$ cat src/rtl/avmm_arbiter_m.sv
`default_nettype none
// +---------------------------------------------------------------------------+
// | avmm_arbiter_m : round-robin AVMM arbiter, grant held per whole transaction|
// | Rev 1.0                                                                     |
// +---------------------------------------------------------------------------+
module avmm_arbiter_m #(
  parameter int N         = 2,
  parameter int AW        = 16,
  parameter int DW        = 32,
  parameter int MAX_BURST = 1,
  parameter int BW        = $clog2(MAX_BURST) + 1,
  parameter int GW        = $clog2(N)
) (
  input  logic                        clk,
  input  logic                        rst,
  // requester side, one lane per master
  input  logic [N-1:0][AW-1:0]        i_m_address,
  input  logic [N-1:0][BW-1:0]        i_m_burstcount,
  input  logic [N-1:0][DW/8-1:0]      i_m_byteenable,
  input  logic [N-1:0][DW-1:0]        i_m_writedata,
  input  logic [N-1:0]                i_m_read,
  input  logic [N-1:0]                i_m_write,
  output logic [N-1:0]                o_m_waitrequest,
  output logic [N-1:0][DW-1:0]        o_m_readdata,
  output logic [N-1:0]                o_m_readdatavalid,
  // shared slave side
  output logic [AW-1:0]               o_s_address,
  output logic [BW-1:0]               o_s_burstcount,
  output logic [DW/8-1:0]             o_s_byteenable,
  output logic [DW-1:0]               o_s_writedata,
  output logic                        o_s_read,
  output logic                        o_s_write,
  input  logic                        i_s_waitrequest,
  input  logic [DW-1:0]               i_s_readdata,
  input  logic                        i_s_readdatavalid,
  output logic                        busy,
  output logic [GW-1:0]               grant_id
);

  typedef enum logic [1:0] {
    ST_IDLE    = 2'd0,
    ST_WRITE   = 2'd1,
    ST_RD_CMD  = 2'd2,
    ST_RD_DATA = 2'd3
  } state_t;

  state_t        r_state;
  logic [GW-1:0] r_grant;
  logic [GW-1:0] r_ptr;
  logic [BW-1:0] r_cnt;
  logic [BW-1:0] r_beats;
  logic          r_busy;

  logic [N-1:0]  w_req;
  logic          w_found;
  logic [GW-1:0] w_pick;
  logic [GW:0]   w_idx;
  logic [BW-1:0] w_bc;
  logic [BW-1:0] w_beats_new;
  logic          w_last;
  logic [GW-1:0] w_ptr_next;
  logic          w_active;

  assign w_req = i_m_read | i_m_write;

  // First requester at or after the pointer; sum stays below 2N so one wrap suffices.
  always_comb begin
    w_found = 1'b0;
    w_pick  = '0;
    w_idx   = '0;
    for (int k = 0; k < N; k++) begin
      w_idx = {1'b0, r_ptr} + (GW+1)'(k);
      if (w_idx >= (GW+1)'(N))
        w_idx = w_idx - (GW+1)'(N);
      if (!w_found && w_req[w_idx[GW-1:0]]) begin
        w_found = 1'b1;
        w_pick  = w_idx[GW-1:0];
      end
    end
  end

  assign w_bc        = i_m_burstcount[w_pick];
  assign w_beats_new = (w_bc == '0) ? BW'(1) : w_bc;
  assign w_last      = (r_cnt == r_beats - BW'(1));
  assign w_ptr_next  = (r_grant == GW'(N-1)) ? '0 : r_grant + GW'(1);

  always_ff @(posedge clk) begin
    if (rst) begin
      r_state <= ST_IDLE;
      r_grant <= '0;
      r_ptr   <= '0;
      r_cnt   <= '0;
      r_beats <= '0;
      r_busy  <= 1'b0;
    end else begin
      case (r_state)
        ST_IDLE: begin
          if (w_found) begin
            r_grant <= w_pick;
            r_beats <= w_beats_new;
            r_cnt   <= '0;
            r_busy  <= 1'b1;
            r_state <= i_m_write[w_pick] ? ST_WRITE : ST_RD_CMD;
          end
        end
        ST_WRITE: begin
          if (i_m_write[r_grant] && !i_s_waitrequest) begin
            if (w_last) begin
              r_state <= ST_IDLE;
              r_busy  <= 1'b0;
              r_ptr   <= w_ptr_next;
            end else begin
              r_cnt <= r_cnt + BW'(1);
            end
          end
        end
        ST_RD_CMD: begin
          // A valid beat can arrive in the same cycle the command is accepted.
          if (i_s_readdatavalid && w_last) begin
            r_state <= ST_IDLE;
            r_busy  <= 1'b0;
            r_ptr   <= w_ptr_next;
          end else begin
            if (i_s_readdatavalid)
              r_cnt <= r_cnt + BW'(1);
            if (i_m_read[r_grant] && !i_s_waitrequest)
              r_state <= ST_RD_DATA;
          end
        end
        ST_RD_DATA: begin
          if (i_s_readdatavalid) begin
            if (w_last) begin
              r_state <= ST_IDLE;
              r_busy  <= 1'b0;
              r_ptr   <= w_ptr_next;
            end else begin
              r_cnt <= r_cnt + BW'(1);
            end
          end
        end
        default: begin
          r_state <= ST_IDLE;
          r_busy  <= 1'b0;
        end
      endcase
    end
  end

  // Routing is gated by rst so nothing from the slave leaks out during reset.
  assign w_active = (r_state != ST_IDLE) && !rst;
  assign busy     = r_busy && !rst;
  assign grant_id = r_grant;

  always_comb begin
    o_s_address       = '0;
    o_s_burstcount    = '0;
    o_s_byteenable    = '0;
    o_s_writedata     = '0;
    o_s_read          = 1'b0;
    o_s_write         = 1'b0;
    o_m_waitrequest   = '1;
    o_m_readdata      = '0;
    o_m_readdatavalid = '0;
    if (w_active) begin
      o_s_address                = i_m_address[r_grant];
      o_s_burstcount             = i_m_burstcount[r_grant];
      o_s_byteenable             = i_m_byteenable[r_grant];
      o_s_writedata              = i_m_writedata[r_grant];
      o_s_write                  = (r_state == ST_WRITE) && i_m_write[r_grant];
      o_s_read                   = (r_state == ST_RD_CMD) && i_m_read[r_grant];
      o_m_waitrequest[r_grant]   = (r_state == ST_RD_DATA) ? 1'b1 : i_s_waitrequest;
      o_m_readdata[r_grant]      = i_s_readdata;
      o_m_readdatavalid[r_grant] = i_s_readdatavalid;
    end
  end

endmodule
`default_nettype wire

$ cat config.mk
export PLATFORM = sky130hd
export DESIGN_NAME = avmm_arbiter_m
export DESIGN_NICKNAME = d
export VERILOG_FILES = /design/src/rtl/avmm_arbiter_m.sv
export SDC_FILE = /design/constraint.sdc
export NUM_CORES = 1
export LEC_CHECK = 0
export ABC_CLOCK_PERIOD_IN_PS = 1670
export BUFFER_PORTS_ARGS = -buffer_cell sky130_fd_sc_hd__buf_4
export CAP_MARGIN = 0
export CORE_AREA = 8 8 98 100
export CTS_CLUSTER_SIZE = 20
export DETAILED_ROUTE_END_ITERATION = 8
export DIE_AREA = 0 0 106 108
export PLACE_DENSITY = 0.64
export SYNTH_ARGS = -nofsm -noshare
export SYNTH_HDL_FRONTEND = slang
export SYNTH_SLANG_ARGS = --single-unit
$ cat constraint.sdc
create_clock -name clk -period 1.67 [get_ports clk]
set_clock_uncertainty 0.15 [all_clocks]
set_input_delay 0.334 -clock clk [delete_from_list [all_inputs] [get_ports clk]]
set_output_delay 0.334 -clock clk [all_outputs]
set_load 0.005 [all_outputs]
Yosys cells after proc, flatten, opt, wreduce, memory -nomap -nowiden --
Cells that the tools add are included.
Storage, ports and cells: flip-flop bits (word level) 7, input bits 146, output and inout bits 125
Operators by class: bitwise gates (word level) 5, equal/unequal tests 11, add/sub/neg operators 6, mux-type cells 65, order comparisons 7, reduce and logical (&&, ||, !) cells 20
Operators by type and width (number):
- 2-to-1 mux 32 bit | 4
- bitwise AND 64 bit | 1
- 2-to-1 mux 64 bit | 1
- 2-to-1 mux 16 bit | 3
- 2-to-1 mux 1 bit | 39
- demux 32 bit (select 1 bit) | 1
- 2-to-1 mux 2 bit | 9
- 2-to-1 mux 4 bit | 3
- inequality test 2 bit, second input constant | 6
- AND reduction 4 bit | 3
- logical AND 1 bit | 9
- < comparator 1 x 2 -> 1 bit, second input constant | 4
- one-hot mux 1 bit (4 select lines) | 2
- one-hot mux 2 bit (4 select lines) | 1
- AND reduction 5 bit | 1
- equality test 2 bit, second input constant | 2
- OR 2 bit | 2
- zero test 1 bit | 3
- inequality test 3 bit, second input constant | 1
- one-hot mux 1 bit (3 select lines) | 1
- nonzero test 3 bit | 1
- subtractor 1 bit, second input constant | 3
- adder 1 bit, second input constant | 2
- adder 1 x 1 -> 2 bit, second input constant | 1
- other kinds (11) | 11

Depth between registers and ports, before layout --
Gate-level depths: netlist of run 1.
depth in word-level cells 13, mapped depth 6, gate-level depth less buffers 5

Least setup slack after synthesis of run 1 --
No wires, ideal clock.
kind reg2out, from register r_grant (netlist: grant_id), to output o_m_readdata[10] (netlist bit), cell stages (with the launch flop) 6, path slack -8 ps, arrival 1194 ps, path through dfxtp_1 > buf_4 > nor3_4 > buf_2 > buf_2 > and2_1
RTL lines:
- from (decl) | line 48 | logic [GW-1:0] r_grant;
- from (signal assigned) | line 99 | r_grant <= w_pick;
- to (decl) | line 24 | output logic [N-1:0][DW-1:0] o_m_readdata,

Final worst setup path of run 1 --
from register r_state[0], to output o_s_writedata[24]
On the way: word-level cells in the longest chain between the ends 3
RTL lines:
- from (decl) | line 47 | state_t r_state;
- from (signal assigned) | line 103 | r_state <= i_m_write[w_pick] ? ST_WRITE : ST_RD_CMD;
- nonzero test 2 bit | line 150 | assign w_active = (r_state != ST_IDLE) && !rst;
- logical AND 1 bit | line 150
- 2-to-1 mux 32 bit | line 164 | if (w_active) begin
- to (decl) | line 30 | output logic [DW-1:0] o_s_writedata,
Every way passes these cells.

==> run metrics, run 1 <==
Root Buffer clkbuf_8; vias in the first global route 2532; placed insts between 500 and 600; drt first pass iters 4; H-tree levels 1; Min-Delay Path Class reg2reg; number of diodes 0; power per cell area about 870 mW/mm2; worst setup margin -0.259 ns; Iter 0 DRT Violations about 110; Port Buffers 270; final worst path period share 116%; top cell type's share of synthesized area a little under a third; Post-synth ARST share 0%; clk buf depth 2; drc violations 0; P_int just over 0.002 W; post-synth net total between 300 and 400; Worst IR Drop VDD between 1000 and 1500 uV; post-synth cell types 32; initial antenna violation count 0; WL final roughly 10000 um; drt wl/cell approximately 18 um; switching share of power roughly 39%; Slew HR around 66%; I/O Pins 271; largest net degree at the start of global routing 50; Final ANT Viol Nets 0; worst path required time about 1.2 ns; Setup-failing EPs final roughly 120; final hold violation count 0; count of pins over their slew limit 0; unrepaired setup endpoints after global routing true; worst slew pin tran ~0.51 ns; Tmin final approximately 1.9 ns; Row Count 33; status finished, violations left; pre-CTS setup slack -0.119 ns; RePlAce Congestion 0.819; worst hold path depth 2; crit start category flip-flop; critical path capture point type primary output; Die ar. 0.0114 mm2; dpl hpwl ~8600 um; sequential power share 9.5%; post-place instance area about 0.0036 mm2; Post-synth EDFFs 0; Post-Synthesis Cell Area 0.00148 mm2; Worst-Skew Late Latency roughly 0.24 ns; clock-pin slew on the worst setup and hold paths approximately 0.040 ns; synthesized flop and latch total 7; Yosys top cell by area a22o_1; max-cap violations 0; Highest Clock Rate around 520 MHz; Mapped Cells around 200; total number of vias around 2500; Initial Utilization about 18%; main flop type after synthesis dfxtp_1; Clock power frac 7.6%; worst-path maximum fanout 25; die height ~110 um; Overall Global Routing Usage approximately 16%; Area growth syn-to-layout 160%; CTS sink cnt 7; leakage 2.04 nW; grt ovf 0; layout cells sized above 1 approximately two thirds; syn_area_per_cell about 7.5 um2; hold_buf cts 0; CORE AREA 0.00805 mm2; top cells by area, synth a22o_1, and2_1, dfxtp_1; TritonCTS clock tree done; global-route wire length before repair around 15000 um; WS Path Type reg2out; combinational fraction of design power between 80% and 90%; CP Data Arrival Time approximately 1.5 ns; r2r worst-path depth 5; vias per cell ~4.5; total CTS buffers 3; post-route cell area 0.00383 mm2; Ys Warns 0; fin cells 567; Horiz. Die Dim approximately 110 um; sequential fraction of the synthesis area under 10%; nets ~600; failing checks setup timing; sw power 0.00130 W
[worst max-delay path, cell delays in order, from the launching register on]
cell	delay (ns)
dfxtp_2	0.32
nor2_4	0.18
nor3b_4	0.07
buf_4	0.16
buf_16	0.16
a22o_1	0.18
buf_4	0.13
[flip-flops by register name, indices dropped and copies added, names as in the netlist]
signal / count
r_state: 2
grant_id: 1
r_beats: 1
r_busy: 1
r_cnt: 1
r_ptr: 1
[timing repair]
item / 4_1_cts / 5_1_grt
setup buffers: 2 / 0
resized for setup: 17 / 10
setup endpoints to repair: 123 / 123
cloned: 2 / 0
pin swaps: 3 / 1
[layer usage]
layer,track usage [%],wire (um)
met1,17.0,3760
met2,31.6,5920
met3,3.81,686
met4,2.81,119
met5,0,0
[per-stage QoR]
step / utilization [%] / total power, W / hold WS, ns / setup TNS (ns)
2_1_floorplan: - / 0.00156 / 0.314 / 0
3_3_place_gp: 45.0 / 0.00292 / 0.326 / -8.78
3_5_place_dp: 45.0 / 0.00294 / 0.327 / -10.55
4_1_cts: 47.1 / 0.00332 / 0.335 / -29.07
5_1_grt: 47.6 / 0.00358 / 0.352 / -37.50
6_report: 47.6 / 0.00334 / 0.342 / -27.91
[final cells by class]
cell class / count / area, um2
Tap cell: 105 / 131
Timing Repair Buffer: 283 / 2250
Multi-Input combinational cell: 164 / 1240
Clock buffer: 4 / 45.0
Inverter: 4 / 15.0
Fill cell: 765 / 4220
Sequential cell: 7 / 146
[final timing paths]
path | slack [ns] | start | end
max | -0.26 | r_state[0]$_SDFFE_PP0P_ | o_s_writedata[24]
min | 0.34 | r_busy$_SDFFE_PP0P_ | r_busy$_SDFFE_PP0P_
max reg2reg | 0.08 | grant_id$_SDFFE_PP0P_ | r_ptr$_SDFFE_PP0P_
min reg2reg | 0.34 | r_busy$_SDFFE_PP0P_ | r_busy$_SDFFE_PP0P_
[power groups by stage]
stage | clock network [W] | registers [W] | logic, W
3_3_place_gp | 0 | 0.000304 | 0.00261
3_5_place_dp | 0 | 0.000308 | 0.00264
6_report | 0.000254 | 0.000317 | 0.00277
5_1_grt | 0.000262 | 0.000327 | 0.00299
4_1_cts | 0.000254 | 0.000314 | 0.00275
2_1_floorplan | 0 | 0.000278 | 0.00128
[logic make-up after synthesis]
kind of cell | Yosys count | synth area share [%]
buf+inv | 26 | 9.84
simple gates | 91 | 38.6
compound gates | 70 | 40.1
mux | 2 | 1.36
flops | 7 | 9.50
xor+xnor | 1 | 0.594
[cell usage after synthesis, types with 2 or more instances]
master     count
nand2b_1       4
a22o_1        53
mux2i_1        2
buf_2          8
a2bb2oi_1      2
buf_6          3
nor3_1         3
nor2_1         8
nor4_1         2
clkbuf_1       7
inv_1          4
a21oi_1        5
nand2_1        3
dfxtp_1        7
buf_4          4
and2_1        66
[layout by cell type (no fill, tap or decap), types with 2 or more instances in the layout]
master       n
nand2_1      3
inv_1        4
buf_4      267
a21oi_1      5
clkbuf_8     3
buf_16       2
nand2b_1     3
a2bb2oi_1    2
nor3_1       2
dfxtp_2      2
buf_12       4
nor2_1       8
nor3_2       2
buf_6       10
and2_4       4
dfxtp_1      4
a22o_1      53
and2_1      62
Note: power is estimated with default switching activity, not from simulation.
==> inputs of run 2 (changes only) <==
--- a/config.mk
+++ b/config.mk
@@ -8,11 +8,14 @@
 export ABC_CLOCK_PERIOD_IN_PS = 1670
 export BUFFER_PORTS_ARGS = -buffer_cell sky130_fd_sc_hd__buf_4
 export CAP_MARGIN = 0
-export CORE_AREA = 8 8 98 100
+export CELL_PAD_IN_SITES_DETAIL_PLACEMENT = 1
+export CELL_PAD_IN_SITES_GLOBAL_PLACEMENT = 1
+export CORE_ASPECT_RATIO = 0.8
+export CORE_MARGIN = 8
+export CORE_UTILIZATION = 13
 export CTS_CLUSTER_SIZE = 20
 export DETAILED_ROUTE_END_ITERATION = 8
-export DIE_AREA = 0 0 106 108
-export PLACE_DENSITY = 0.64
+export PLACE_DENSITY = 0.78
 export SYNTH_ARGS = -nofsm -noshare
 export SYNTH_HDL_FRONTEND = slang
 export SYNTH_SLANG_ARGS = --single-unit
==> run 2 against run 1 <==
  * The run still ends with setup timing left
  * Clock-buffer cell count unchanged
  * Setup slack lost 0.093 ns
  * Flip-flop and latch count is the same
  * Routed wire length rose by 32%
  * Core utilization down 11 points
  * Total power grew 16%
  * Register-to-register slack better by 0.03 ns
==> run metrics, run 2 (synthesized netlist as in run 1, its figures left out) <==
status finished, violations left; failing checks setup timing; Horiz. Die Dim between 100 and 150 um; instance count on the critical path 6; r2r worst-path depth 6; vias per cell approximately 4.4; Worst IR Drop VDD roughly 320 uV; drt first pass iters 4; drc violations 0; TritonCTS clock tree done; post-place instance area 0.00365 mm2; combinational fraction of design power around 80%; critical path's most frequent cell buf_12; largest net degree at the start of global routing between 50 and 60; number of diodes 0; CORE AREA between 0.01 and 0.015 mm2; nets ~620; Iter 0 DRT Violations roughly 150; Overall Global Routing Usage between 15 and 20%; Biggest register r_state; grt ovf 0; unrepaired setup endpoints after global routing true; critical path capture point type primary output; Fin Hold WS between 0.3 and 0.4 ns; Tmin final just over 2 ns; Root Buffer clkbuf_16; leakage 2.12 nW; layout cells sized above 1 between 60% and 70%; sequential power share 8.3%; Setup-failing EPs final about 120; Row Count 34; Final ANT Viol Nets 0; global-route wire length before repair about 19000 um; H-tree levels 1; worst setup margin -0.352 ns; die height ~110 um; worst-path cell chain nor2_4 -> nor3_4 -> buf_12 -> buf_12 -> and2_1 -> buf_4; Largest register FFs 2; clk buf depth 2; CTS sink cnt 7; Slowest-stage cell, CP dfxtp_2; delay of the slowest critical-path stage about 0.35 ns; RePlAce Congestion ~0.84; WS Path Type reg2out; CP Data Arrival Time about 1.5 ns; I/O Pins 271; worst path required time roughly 1.2 ns; most common cell after layout, fill and taps aside buf_4; Die ar. ~0.015 mm2; final hold violation count 0; total CTS buffers 3; Area growth syn-to-layout 174%; CP top delay family simple AND/OR/NAND/NOR gates; Slew HR 67.6%; Initial Utilization ~13%; fin cells between 600 and 700; drt wl/cell roughly 22 um; hold_buf cts 0; Highest Clock Rate roughly 490 MHz; clock-pin slew on the worst setup and hold paths about 0.04 ns; Port Buffers 270; sw power approximately 0.0015 W; most frequent cells in the layout buf_4, and2_1, a22o_1, nor2_1; Worst-Skew Late Latency 0.23 ns; WL final roughly 14000 um; max-cap violations 0; crit start category flip-flop; dpl hpwl between 10000 and 15000 um; worst-path maximum fanout 34; critical path buffer and inverter count 3; Min-Delay Path Class in2reg; vias in the first global route 3011; switching share of power approximately two fifths; post-route cell area 0.00404 mm2; initial antenna violation count 0; Final Util a little under two fifths; P_int roughly 0.0024 W; worst hold path depth 3; power per cell area 964 mW/mm2; final worst path period share 121%; total number of vias between 2000 and 3000; worst slew pin tran 0.482 ns; placed insts roughly 600; Clock power frac around a tenth; count of pins over their slew limit 0
run 2: cell types whose count changed in the layout (fill, tap and decap cells not counted), sizes merged:
cell	before	now
clkbuf	4	7
buf	283	288
run 2: per-layer routing:
| metal | global-route usage (%) | part of all wire, % |
|---|---|---|
| met5 | 0 | 0 |
| met4 | 1.62 | 0.55 |
| met3 | 5.89 | 11 |
| met2 | 28.7 | 51 |
| met1 | 17.6 | 38 |
run 2: path summary, 6_finish.rpt:
path                                               from  slack, ns               endpoint
worst max-delay path            r_state[1]$_SDFFE_PP0P_      -0.35        o_m_readdata[2]
worst min-delay path                        i_m_read[1]       0.33  grant_id$_SDFFE_PP0P_
worst max register to register    grant_id$_SDFFE_PP0P_       0.11     r_cnt$_SDFFE_PP0P_
worst min register to register      r_busy$_SDFFE_PP0P_       0.36    r_busy$_SDFFE_PP0P_
run 2: worst reg2reg max path, stage by stage, from the launching register on:
cell and delay [ns]:
dfxtp_4 0.37, buf_6 0.13, mux2i_4 0.29, o21ba_2 0.24
nor2_1 0.08, o22ai_1 0.16, nor2_1 0.05
run 2: what timing repair did:
action                                  CTS  global route
endpoints found under the setup margin  123           124
pin swaps                                 4            19
setup buffers                             2            11
cloned                                    2             6
resized for setup                        22             3
run 2: cell type report:
type / instances / area [um2]
multi-input cells: 164 / 1240
fillers: 1297 / 6940
clock buffers: 4 / 78.8
well taps: 144 / 180
flip-flops and latches: 7 / 146
inverters: 4 / 15.0
repair buffers: 291 / 2370
run 2: through the flow:
| stage | power, W | worst slack [ns] | TNS, ns |
|---|---|---|---|
| after global routing | 0.00415 | -0.417 | -46.30 |
| after CTS | 0.00363 | -0.345 | -30.58 |
| after floorplan | 0.00156 | 0.00788 | 0 |
| after global placement | 0.00295 | -0.154 | -11.96 |
| final | 0.00389 | -0.352 | -36.64 |
| after detailed placement | 0.00304 | -0.227 | -18.57 |
run 2: power groups by stage:
stage | combinational [W] | clock [W] | sequential, W
after global placement | 0.00264 | 0 | 0.000308
after detailed placement | 0.00272 | 0 | 0.000318
after global routing | 0.00336 | 0.000443 | 0.000340
final | 0.00315 | 0.000412 | 0.000324
after CTS | 0.00289 | 0.000423 | 0.000325
after floorplan | 0.00128 | 0 | 0.000278
==> inputs of run 3 (changes only) <==
==> config.mk (replaced) <==
export PLATFORM = sky130hd
export DESIGN_NAME = avmm_arbiter_m
export DESIGN_NICKNAME = d
export VERILOG_FILES = /design/src/rtl/avmm_arbiter_m.sv
export SDC_FILE = /design/constraint.sdc
export NUM_CORES = 1
export LEC_CHECK = 0
export ABC_CLOCK_PERIOD_IN_PS = 2380
export BUFFER_PORTS_ARGS = -buffer_cell sky130_fd_sc_hd__buf_4
export CAP_MARGIN = 0
export CELL_PAD_IN_SITES_DETAIL_PLACEMENT = 1
export CELL_PAD_IN_SITES_GLOBAL_PLACEMENT = 1
export CORE_ASPECT_RATIO = 0.8
export CORE_MARGIN = 8
export CORE_UTILIZATION = 16
export CTS_CLUSTER_SIZE = 20
export DETAILED_ROUTE_END_ITERATION = 8
export PLACE_DENSITY = 0.89
export SYNTH_ARGS = -nofsm -noshare
export SYNTH_HDL_FRONTEND = slang
export SYNTH_SLANG_ARGS = --single-unit
==> constraint.sdc (replaced) <==
create_clock -name clk -period 2.38 [get_ports clk]
set_clock_uncertainty 0.15 [all_clocks]
set_input_delay 0.476 -clock clk [delete_from_list [all_inputs] [get_ports clk]]
set_output_delay 0.476 -clock clk [all_outputs]
set_load 0.005 [all_outputs]
==> run 3 against run 2 <==
  * The run now ends clean
  * Sequential share of layout area is 0.22 points higher
  * Critical path depth is 1 lower
  * Global-route usage is 0.97 points higher
  * Die area is 16% lower
  * First-iteration DRC count is 56% lower
  * Final cell count is 7.2% lower
  * Worst hold slack better by 0.021 ns
  * Via count is 4.3% lower
  * Largest cell class unchanged
  * Routed wire length is 13% lower
  * Design area is 9.1% lower
  * Sequential power is 31% lower
  * Register-to-register slack better by 0.70 ns
==> run metrics, run 3 (synthesized netlist as in run 1, its figures left out) <==
crit path from rst; setup TNS 0 ns; count of pins over their slew limit 0; Slew HR 65.9%; Largest register FFs 2; worst path required time about 1.8 ns; largest net degree at the start of global routing 48; H-tree levels 1; switching share of power between 30% and 40%; TritonCTS clock tree done; die height around 100 um; sequential power share under 10%; final worst path period share between 90% and 100%; vias in the first global route ~2900; Hold EP r_busy$_SDFFE_PP0P_; Clock power frac 12.3%; RR Startpoint r_state[1]$_SDFFE_PP0P_; drt first pass iters 4; CORE AREA 0.00900 mm2; Worst IR Drop VDD just under 300 uV; r2r worst-path depth 5; Hold Path Origin r_busy$_SDFFE_PP0P_; RePlAce Congestion between 0.8 and 0.9; number of diodes 0; Setup-failing EPs final 0; FF-to-FF setup slack ~0.81 ns; drt wl/cell between 20 and 25 um; placed insts around 570; P_int roughly 0.0014 W; delay of the slowest critical-path stage 0.35 ns; status completed; worst hold path depth 2; combinational fraction of design power 78.2%; Crit Reg-Reg Endpoint r_ptr$_SDFFE_PP0P_; max-cap violations 0; Initial Utilization between 15 and 20%; Biggest register r_state; worst-path cell chain buf_4 -> nor3_4 -> buf_4 -> a22o_1 -> buf_4; CP Data Arrival Time 1.57 ns; drc violations 0; initial antenna violation count 0; Root Buffer clkbuf_16; dpl hpwl approximately 10000 um; global-route wire length before repair 16400 um; most common cell after layout, fill and taps aside buf_4; worst-path maximum fanout 40; total number of vias 2602; critical path buffer and inverter count 3; Row Count 31; critical path capture point type primary output; final hold violation count 0; vias per cell between 4 and 5; clk buf depth 2; grt ovf 0; Worst-Skew Late Latency roughly 0.23 ns; Port Buffers 270; Min-Delay Path Class reg2reg; WS Path Type in2out; WL final ~12000 um; fin cells 570; power per cell area ~640 mW/mm2; leakage ~2.0 nW; critical path's most frequent cell buf_4; sw power ~0.00092 W; nets between 600 and 700; total power roughly 0.0024 W; crit start category input pin; unrepaired setup endpoints after global routing false; most frequent cells in the layout buf_4, and2_1, a22o_1, nor2_1, dfxtp_1; hold_buf cts 0; Slowest-stage cell, CP buf_4; Die ar. ~0.013 mm2; Fill cells 1086; Overall Global Routing Usage ~17%; I/O Pins between 200 and 300; Horiz. Die Dim approximately 120 um; clock-pin slew on the worst setup and hold paths ~0.040 ns; CTS sink cnt 7; layout cells sized above 1 between 60% and 70%; total CTS buffers 3; Tmin final approximately 2.2 ns; Area growth syn-to-layout 149%; Iter 0 DRT Violations 64; Final ANT Viol Nets 0; worst slew pin tran about 0.51 ns; Highest Clock Rate approximately 460 MHz; CP top delay family buffers and inverters
-- run 3: cell types whose count changed in the layout (fill, tap and decap cells not counted), moves of 2 or more --
cell       before  now
nor3_4          3    1
buf_12          4    2
buf_4         275  273
clkbuf_16       6    3
buf_16          3    0
buf_6           6    1
dfxtp_1         4    6
-- run 3: how the worst max path moves through the flow --
stage | to | slack (ns) | depth (start not counted)
floorplan | o_m_readdata[10] | 0.56 | 5
global placement | o_m_readdata[40] | 0.17 | 5
detailed placement | o_m_readdata[40] | 0.14 | 5
CTS | o_s_writedata[8] | 0.02 | 4
global route | o_s_writedata[8] | 0.09 | 4
finish | o_s_address[14] | 0.19 | 5
-- run 3: layout make-up --
class                      count  area [um2]  area share (%)
clock buffer                   4        78.8            2.15
sequential                     7         141            3.85
tap                          115         144            3.92
timing repair buffer         276        2100            57.2
inverter                       4        15.0           0.409
multi-input combinational    164        1190            32.4
-- run 3: repair_timing --
item | CTS | global route
setup buffers | 0 | 0
setup endpoints to repair | 30 | 55
resized for setup | 1 | 1
-- run 3: layer usage --
layer | GRT usage (%) | part of all wire (%)
met5 | 0 | 0
met2 | 29.8 | 50
met3 | 6.18 | 11
met4 | 2.12 | 0.83
met1 | 19.3 | 38
-- run 3: through the flow --
stage	instance area, um2	utilization (%)	hold WS, ns	worst slack (ns)
2_1_floorplan	1480	-	0.314	0.560
3_3_place_gp	3590	39.8	0.324	0.169
3_5_place_dp	3590	39.8	0.360	0.138
4_1_cts	3670	40.8	0.358	0.0193
5_1_grt	3670	40.8	0.394	0.0879
6_report	3670	40.8	0.349	0.187
-- run 3: worst reg2reg max path, delay by kind of cell, from the launching register on --
| kind | cells | cell delay, ns |
|---|---|---|
| AND/OR/NAND/NOR | 2 | 0.43 |
| flip-flops | 1 | 0.36 |
| AO/OA/AOI/OAI | 2 | 0.33 |
| buffers and inverters | 1 | 0.18 |
-- run 3: power groups by stage --
stage               Sequential, W  Clock (W)  Combinational (W)
floorplan                0.000195          0           0.000895
CTS                      0.000223   0.000293            0.00187
global placement         0.000221          0            0.00181
global route             0.000231   0.000305            0.00199
finish                   0.000223   0.000290            0.00184
detailed placement       0.000224          0            0.00186
